File: src/rtl/can_reg_pkg.sv
// Shared register map for the CAN controller register window.
// Holds the addresses, bit positions, write masks and reset values used by the window and the interrupt latch.
package can_reg_pkg;

    // Register addresses
    localparam logic [7:0] ADDR_MODE     = 8'h00;
    localparam logic [7:0] ADDR_CMD      = 8'h01;
    localparam logic [7:0] ADDR_STATUS   = 8'h02;
    localparam logic [7:0] ADDR_INT      = 8'h03;
    localparam logic [7:0] ADDR_INT_EN   = 8'h04;
    localparam logic [7:0] ADDR_WIN_BASE = 8'h10;
    localparam logic [7:0] ADDR_WIN_LAST = 8'h1C;

    // MODE bits
    localparam int MODE_RM_BIT  = 0;
    localparam int MODE_LOM_BIT = 1;
    localparam logic [7:0] MODE_WMASK = 8'h03;

    // COMMAND bits
    localparam int CMD_RRB_BIT = 2;  // release receive buffer
    localparam int CMD_CDO_BIT = 3;  // clear data overrun

    // INTERRUPT / INT_EN bits
    localparam int INT_RI_BIT  = 0;
    localparam int INT_EI_BIT  = 1;
    localparam int INT_DOI_BIT = 3;
    localparam logic [7:0] INT_MASK = 8'h0B;

    // Reset values and fixed read values
    localparam logic [7:0] MODE_RST     = 8'h01;
    localparam logic [7:0] INT_EN_RST   = 8'h00;
    localparam logic [7:0] INT_RST      = 8'h00;
    localparam logic [7:0] DOUT_RST     = 8'h00;
    localparam logic [7:0] CMD_READ_VAL = 8'hFF;
    localparam logic [7:0] WIN_RM_VAL   = 8'hFF;
    localparam logic [7:0] UNMAPPED_VAL = 8'h00;

    typedef enum logic [2:0] {
        SEL_MODE,
        SEL_CMD,
        SEL_STATUS,
        SEL_INT,
        SEL_INT_EN,
        SEL_WIN,
        SEL_NONE
    } reg_sel_e;

    // Classify a bus address into the register it selects
    function automatic reg_sel_e decode_addr(input logic [7:0] addr);
        reg_sel_e sel;
        sel = SEL_NONE;
        if (addr == ADDR_MODE) begin
            sel = SEL_MODE;
        end else if (addr == ADDR_CMD) begin
            sel = SEL_CMD;
        end else if (addr == ADDR_STATUS) begin
            sel = SEL_STATUS;
        end else if (addr == ADDR_INT) begin
            sel = SEL_INT;
        end else if (addr == ADDR_INT_EN) begin
            sel = SEL_INT_EN;
        end else if (addr >= ADDR_WIN_BASE && addr <= ADDR_WIN_LAST) begin
            sel = SEL_WIN;
        end
        return sel;
    endfunction

endpackage

File: src/rtl/can_irq_latch.sv
// Interrupt flag latch: sticky flags set by gated event pulses, cleared on read
// or held clear while the controller is in reset mode. irq_o is registered.
module can_irq_latch
    import can_reg_pkg::*;
(
    input  logic       clk_i,
    input  logic       rst_i,
    input  logic       force_clr_i,  // hold all flags at zero, ignore set pulses
    input  logic       rd_clr_i,     // INTERRUPT register read this cycle
    input  logic [7:0] set_i,        // event pulses at their INTERRUPT bit positions
    input  logic [7:0] en_i,         // INT_EN register
    output logic [7:0] int_o,
    output logic       irq_o
);

    logic [7:0] int_q;
    logic [7:0] int_d;
    logic       irq_q;

    // A set pulse coincident with the clearing read wins, so the event is not lost
    for (genvar gi = 0; gi < 8; gi++) begin : g_bit
        assign int_d[gi] = INT_MASK[gi] & ~force_clr_i &
                           ((int_q[gi] & ~rd_clr_i) | (set_i[gi] & en_i[gi]));
    end

    // Flag register and registered interrupt request
    always_ff @(posedge clk_i or posedge rst_i) begin
        if (rst_i) begin
            int_q <= INT_RST;
            irq_q <= 1'b0;
        end else begin
            int_q <= int_d;
            irq_q <= |int_d;
        end
    end

    assign int_o = int_q;
    assign irq_o = irq_q;

endmodule

File: src/rtl/can_reg_window.sv
// 8051-facing register window of the CAN controller: MODE, COMMAND, STATUS,
// INTERRUPT, INT_EN and a 13-byte receive-buffer window, with registered read data.
module can_reg_window
    import can_reg_pkg::*;
(
    input  logic       clk_i,
    input  logic       rst_i,
    input  logic       reg_re_i,
    input  logic       reg_we_i,
    input  logic [7:0] reg_addr_i,
    input  logic [7:0] reg_data_in_i,
    output logic [7:0] reg_data_out_o,
    output logic [3:0] rx_buf_addr_o,
    input  logic [7:0] rx_buf_data_i,
    input  logic       rx_valid_i,
    input  logic       overrun_i,
    input  logic       bus_off_i,
    input  logic       rx_irq_set_i,
    input  logic       err_irq_set_i,
    input  logic       ovr_irq_set_i,
    output logic       reset_mode_o,
    output logic       listen_only_o,
    output logic       release_buf_o,
    output logic       clr_overrun_o,
    output logic       irq_o
);

    reg_sel_e   sel;
    logic       wr_fire;
    logic       rd_fire;

    logic [7:0] mode_q,   mode_d;
    logic [7:0] int_en_q, int_en_d;
    logic [7:0] dout_q,   dout_d;
    logic       rel_q,    rel_d;
    logic       cdo_q,    cdo_d;

    logic [7:0] rd_val;
    logic [7:0] int_val;
    logic [7:0] irq_set;
    logic       irq_force_clr;

    assign sel     = decode_addr(reg_addr_i);
    // A simultaneous write takes priority and the read is dropped
    assign wr_fire = reg_we_i;
    assign rd_fire = reg_re_i & ~reg_we_i;

    // Window index follows the address so the buffer byte is ready at the read edge
    assign rx_buf_addr_o = (!rst_i && sel == SEL_WIN) ? reg_addr_i[3:0] : 4'h0;

    // Writable register next-state and command pulse generation
    always_comb begin
        mode_d   = mode_q;
        int_en_d = int_en_q;
        rel_d    = 1'b0;
        cdo_d    = 1'b0;
        if (wr_fire) begin
            case (sel)
                SEL_MODE:   mode_d   = reg_data_in_i & MODE_WMASK;
                SEL_INT_EN: int_en_d = reg_data_in_i & INT_MASK;
                SEL_CMD: begin
                    // Commands are only honoured in operating mode
                    rel_d = reg_data_in_i[CMD_RRB_BIT] & ~mode_q[MODE_RM_BIT];
                    cdo_d = reg_data_in_i[CMD_CDO_BIT] & ~mode_q[MODE_RM_BIT];
                end
                default: ;
            endcase
        end
    end

    // Read-data selection from the current register state and status levels
    always_comb begin
        rd_val = UNMAPPED_VAL;
        case (sel)
            SEL_MODE:   rd_val = mode_q;
            SEL_CMD:    rd_val = CMD_READ_VAL;
            SEL_STATUS: rd_val = {bus_off_i, 5'b0, overrun_i, rx_valid_i};
            SEL_INT:    rd_val = int_val;
            SEL_INT_EN: rd_val = int_en_q;
            SEL_WIN:    rd_val = mode_q[MODE_RM_BIT] ? WIN_RM_VAL : rx_buf_data_i;
            default:    rd_val = UNMAPPED_VAL;
        endcase
        dout_d = rd_fire ? rd_val : dout_q;
    end

    // Register state; async reset also aborts any pending command pulse
    always_ff @(posedge clk_i or posedge rst_i) begin
        if (rst_i) begin
            mode_q   <= MODE_RST;
            int_en_q <= INT_EN_RST;
            dout_q   <= DOUT_RST;
            rel_q    <= 1'b0;
            cdo_q    <= 1'b0;
        end else begin
            mode_q   <= mode_d;
            int_en_q <= int_en_d;
            dout_q   <= dout_d;
            rel_q    <= rel_d;
            cdo_q    <= cdo_d;
        end
    end

    // Event pulses placed at their INTERRUPT bit positions
    always_comb begin
        irq_set              = 8'h00;
        irq_set[INT_RI_BIT]  = rx_irq_set_i;
        irq_set[INT_EI_BIT]  = err_irq_set_i;
        irq_set[INT_DOI_BIT] = ovr_irq_set_i;
    end

    // Flags stay clear across any edge where reset mode is active before or after
    assign irq_force_clr = mode_q[MODE_RM_BIT] | mode_d[MODE_RM_BIT];

    can_irq_latch u_irq_latch (
        .clk_i       (clk_i),
        .rst_i       (rst_i),
        .force_clr_i (irq_force_clr),
        .rd_clr_i    (rd_fire && sel == SEL_INT),
        .set_i       (irq_set),
        .en_i        (int_en_q),
        .int_o       (int_val),
        .irq_o       (irq_o)
    );

    assign reg_data_out_o = dout_q;
    assign reset_mode_o   = mode_q[MODE_RM_BIT];
    assign listen_only_o  = mode_q[MODE_LOM_BIT];
    assign release_buf_o  = rel_q;
    assign clr_overrun_o  = cdo_q;

endmodule
File: config.mk
export PLATFORM = sky130hd
export DESIGN_NAME = can_reg_window
export DESIGN_NICKNAME = d
export VERILOG_FILES = /design/src/rtl/can_reg_pkg.sv /design/src/rtl/can_irq_latch.sv /design/src/rtl/can_reg_window.sv
export SDC_FILE = /design/constraint.sdc
export NUM_CORES = 1
export LEC_CHECK = 0
export CORE_ASPECT_RATIO = 1.5
export CORE_MARGIN = 2
export CORE_UTILIZATION = 40
export CTS_CLUSTER_DIAMETER = 60
export DETAILED_ROUTE_END_ITERATION = 8
export PLACE_DENSITY_LB_ADDON = 0.3
export SYNTH_ARGS = -nofsm -noshare
export SYNTH_HDL_FRONTEND = slang
export SYNTH_SLANG_ARGS = --single-unit
export TNS_END_PERCENT = 100
File: constraint.sdc
create_clock -name clk_i -period 3.5 [get_ports clk_i]
set_input_delay 0.7 -clock clk_i [delete_from_list [all_inputs] [get_ports clk_i]]
set_output_delay 0.7 -clock clk_i [all_outputs]
set_load 0.02 [all_outputs]
==> flow_summary.ini <==
[global_routing]
grt_pass1_vias = 1035
grt_max_degree = 20
grt.busiest_layer = met2
grt_pass1_wl_um = 4570
met3_usage_pct = 2.17
antenna_found_initial = 0
use_met2_pct = 38.5
grt_overflow = 0
globalRouteTotalUtil_pct = 20.1
met1_usage_pct = 21.8

[synth]
postSynth.asyncResetShare_pct = 100
synth-seq-area-share_pct = 44.9
synth_edf_count = 0
ys_ff_latch = 19
synthFlopType = dfrtp_1
synth_cell_type_count = 36
syn_avg_cell_area_sq_um = 10.1
syn-num-nets = 139
yosys_warnings = 0
syn_area_sq_um = 1060
syn-instance-count = 105

[clock_tree]
postCtsSetupBuffers = 0
cts-root-buf = clkbuf_4
hold_buffers = 0
ctsResizeCount = 0
insertion_delay_ns = 0.30
h-tree-depth = 1
clockBufferDepth = 2
clk_pin_slew_ns = 0.11
tritoncts = built
clock-sinks = 19
cts_buffers = 3

[route]
firstDrtPassIters = 5
drtIter0Drc = 39
drtAntennaViolNets = 0
drcViolationCount = 0
wl_um = 2840
vias = 1052
wl_per_cell_um = 15.7
via_per_inst = 5.81

[hold_path]
hold_path_depth = 2
hp-class = reg -> reg

[sta]
worstMarginPinSlew_ns = 0.731
fin_setup_tns_ns = 0
skew_ns = 0.00517
maxSlewHeadroom_pct = 51.2
rsz0062_at_grt = no
fin_crit_ns = 3.21
setup_violations = 0
hold_violations = 0
fmax_ghz = 0.311
maxSlewViolCount = 0
min_period_over_period_pct = 91.8

[power]
power_density_nw_per_um2 = 335
peakVddDrop_mv = 0.219
leakagePower_uw = 0.000642

[floorplanning]
die_x_um = 46.1
die_h_um = 67.1
row_count = 22
start_util_pct = 42.8
core_sq_um = 2480
io_pins = 51
die_area_sq_um = 3090

[worst_setup_path]
reg2reg_depth = 3
cp_max_fo = 4
critPathKind = in -> out
arrival_ns = 2.51
required_ns = 2.80
critPathCaptureType = primary output
worst_setup_path_start_kind = primary input

[layout]
syn_to_final_growth_pct = 50.8
multi_input_area_sq_um = 568
final_cells = 181
fin_nets = 192
fill_cells = 210
diodes = 0
register_area_sq_um = 477
drive_gt1_share_pct = 13.4

[run]
cap_violations = 0

[place]
dpl.hpwl_um = 2280
gp_congestion = 0.882
io_buffers = 46
dp.cells = 177

[status]
status = complete, no violations
-- power by group --
part / switching, uW / internal, uW / leakage (uW)
clock network: 71.8 / 42.7 / 0.0000177
logic: 69.5 / 84.7 / 0.000376
registers: 20.5 / 247 / 0.000249
-- logic make-up after synthesis --
| group | share of synthesized area [%] |
|---|---|
| mux | 7.31 |
| buf+inv | 1.53 |
| flops | 44.9 |
| compound gates | 18.2 |
| simple gates | 28.1 |
-- layout by cell type, fill, tap and decap left out, drive strengths merged, types with 4 or more instances in the layout --
cell	netlist	layout
and2	4	4
clkdlybuf4s50	0	46
nand4	4	4
nand2	9	9
buf	1	4
nor2	13	13
nor2b	6	6
mux2	6	6
o21ai	4	4
dfrtp	18	18
-- worst max-delay path, stage by stage --
cell and delay [ns]:
clkdlybuf4s50_1 0.47, nor3_4 0.23, nand3_1 0.18, nor2_1 0.17
and2_1 0.15, clkdlybuf4s50_1 0.62
-- cell type report --
type	count	area share, %
tap	24	1.88
clock buffer	3	1.41
inverter	2	0.469
timing repair buffer	50	30.6
multi-input combinational	82	35.5
sequential	19	29.8
clock inverter	1	0.313
-- Yosys cell counts (2+ instances only) --
cell type	count	area share, %
dfrtp_1	18	42
nor2_1	13	4.6
nand2_1	9	3.2
mux2_2	6	6.4
nor2b_1	6	3.5
and2_1	4	2.4
nand4_1	4	2.4
o21ai_0	4	1.9
a22oi_1	3	2.1
a31oi_1	3	1.8
o22a_1	3	2.5
a21oi_1	2	0.94
and4b_1	2	1.9
inv_1	2	0.71
nand3_1	2	0.94
nor3_1	2	0.94
o211ai_1	2	1.4
or3_4	2	2.1
-- final timing paths --
path / slack, ns / from / end
worst max-delay path: 0.29 / reg_addr_i[5] / rx_buf_addr_o[1]
worst min-delay path: 0.50 / reg_data_out_o[5] / reg_data_out_o[5]
worst max register to register: 2.33 / mode_q[0] / reg_data_out_o[2]
worst min register to register: 0.50 / reg_data_out_o[5] / reg_data_out_o[5]
max in group asynchronous: 2.17 / rst_i / reg_data_out_o[3]
min in group asynchronous: 0.86 / rst_i / u_irq_latch.irq_o
-- per-stage QoR --
step                power, uW  worst slack (ns)  area [sq um]  util, %  hold slack [ns]
detailed placement        425             0.277          1570     63.5            0.473
finish                    536             0.288          1600     64.6            0.503
global placement          421             0.346          1570     63.5            0.462
CTS                       542             0.279          1600     64.6            0.505
global route              565             0.170          1600     64.6            0.547
floorplan                 339              1.12          1060        -            0.524
-- flip-flops by register name (all words and copies together), names as in the netlist --
| register | count |
|---|---|
| reg_data_out_o | 8 |
| int_en_q | 3 |
| u_irq_latch.int_o | 3 |
| mode_q | 2 |
| clr_overrun_o | 1 |
| release_buf_o | 1 |
| u_irq_latch.irq_o | 1 |
-- metal layers --
layer  share of wire (%)  wire, um  vias up
li1                    -         -      499
met2                  56      1580       40
met5                   0         0        -
met3                 5.4       152        4
met4                0.67        19        0
met1                  38      1090      509
Power figures use the tool's default switching activity.
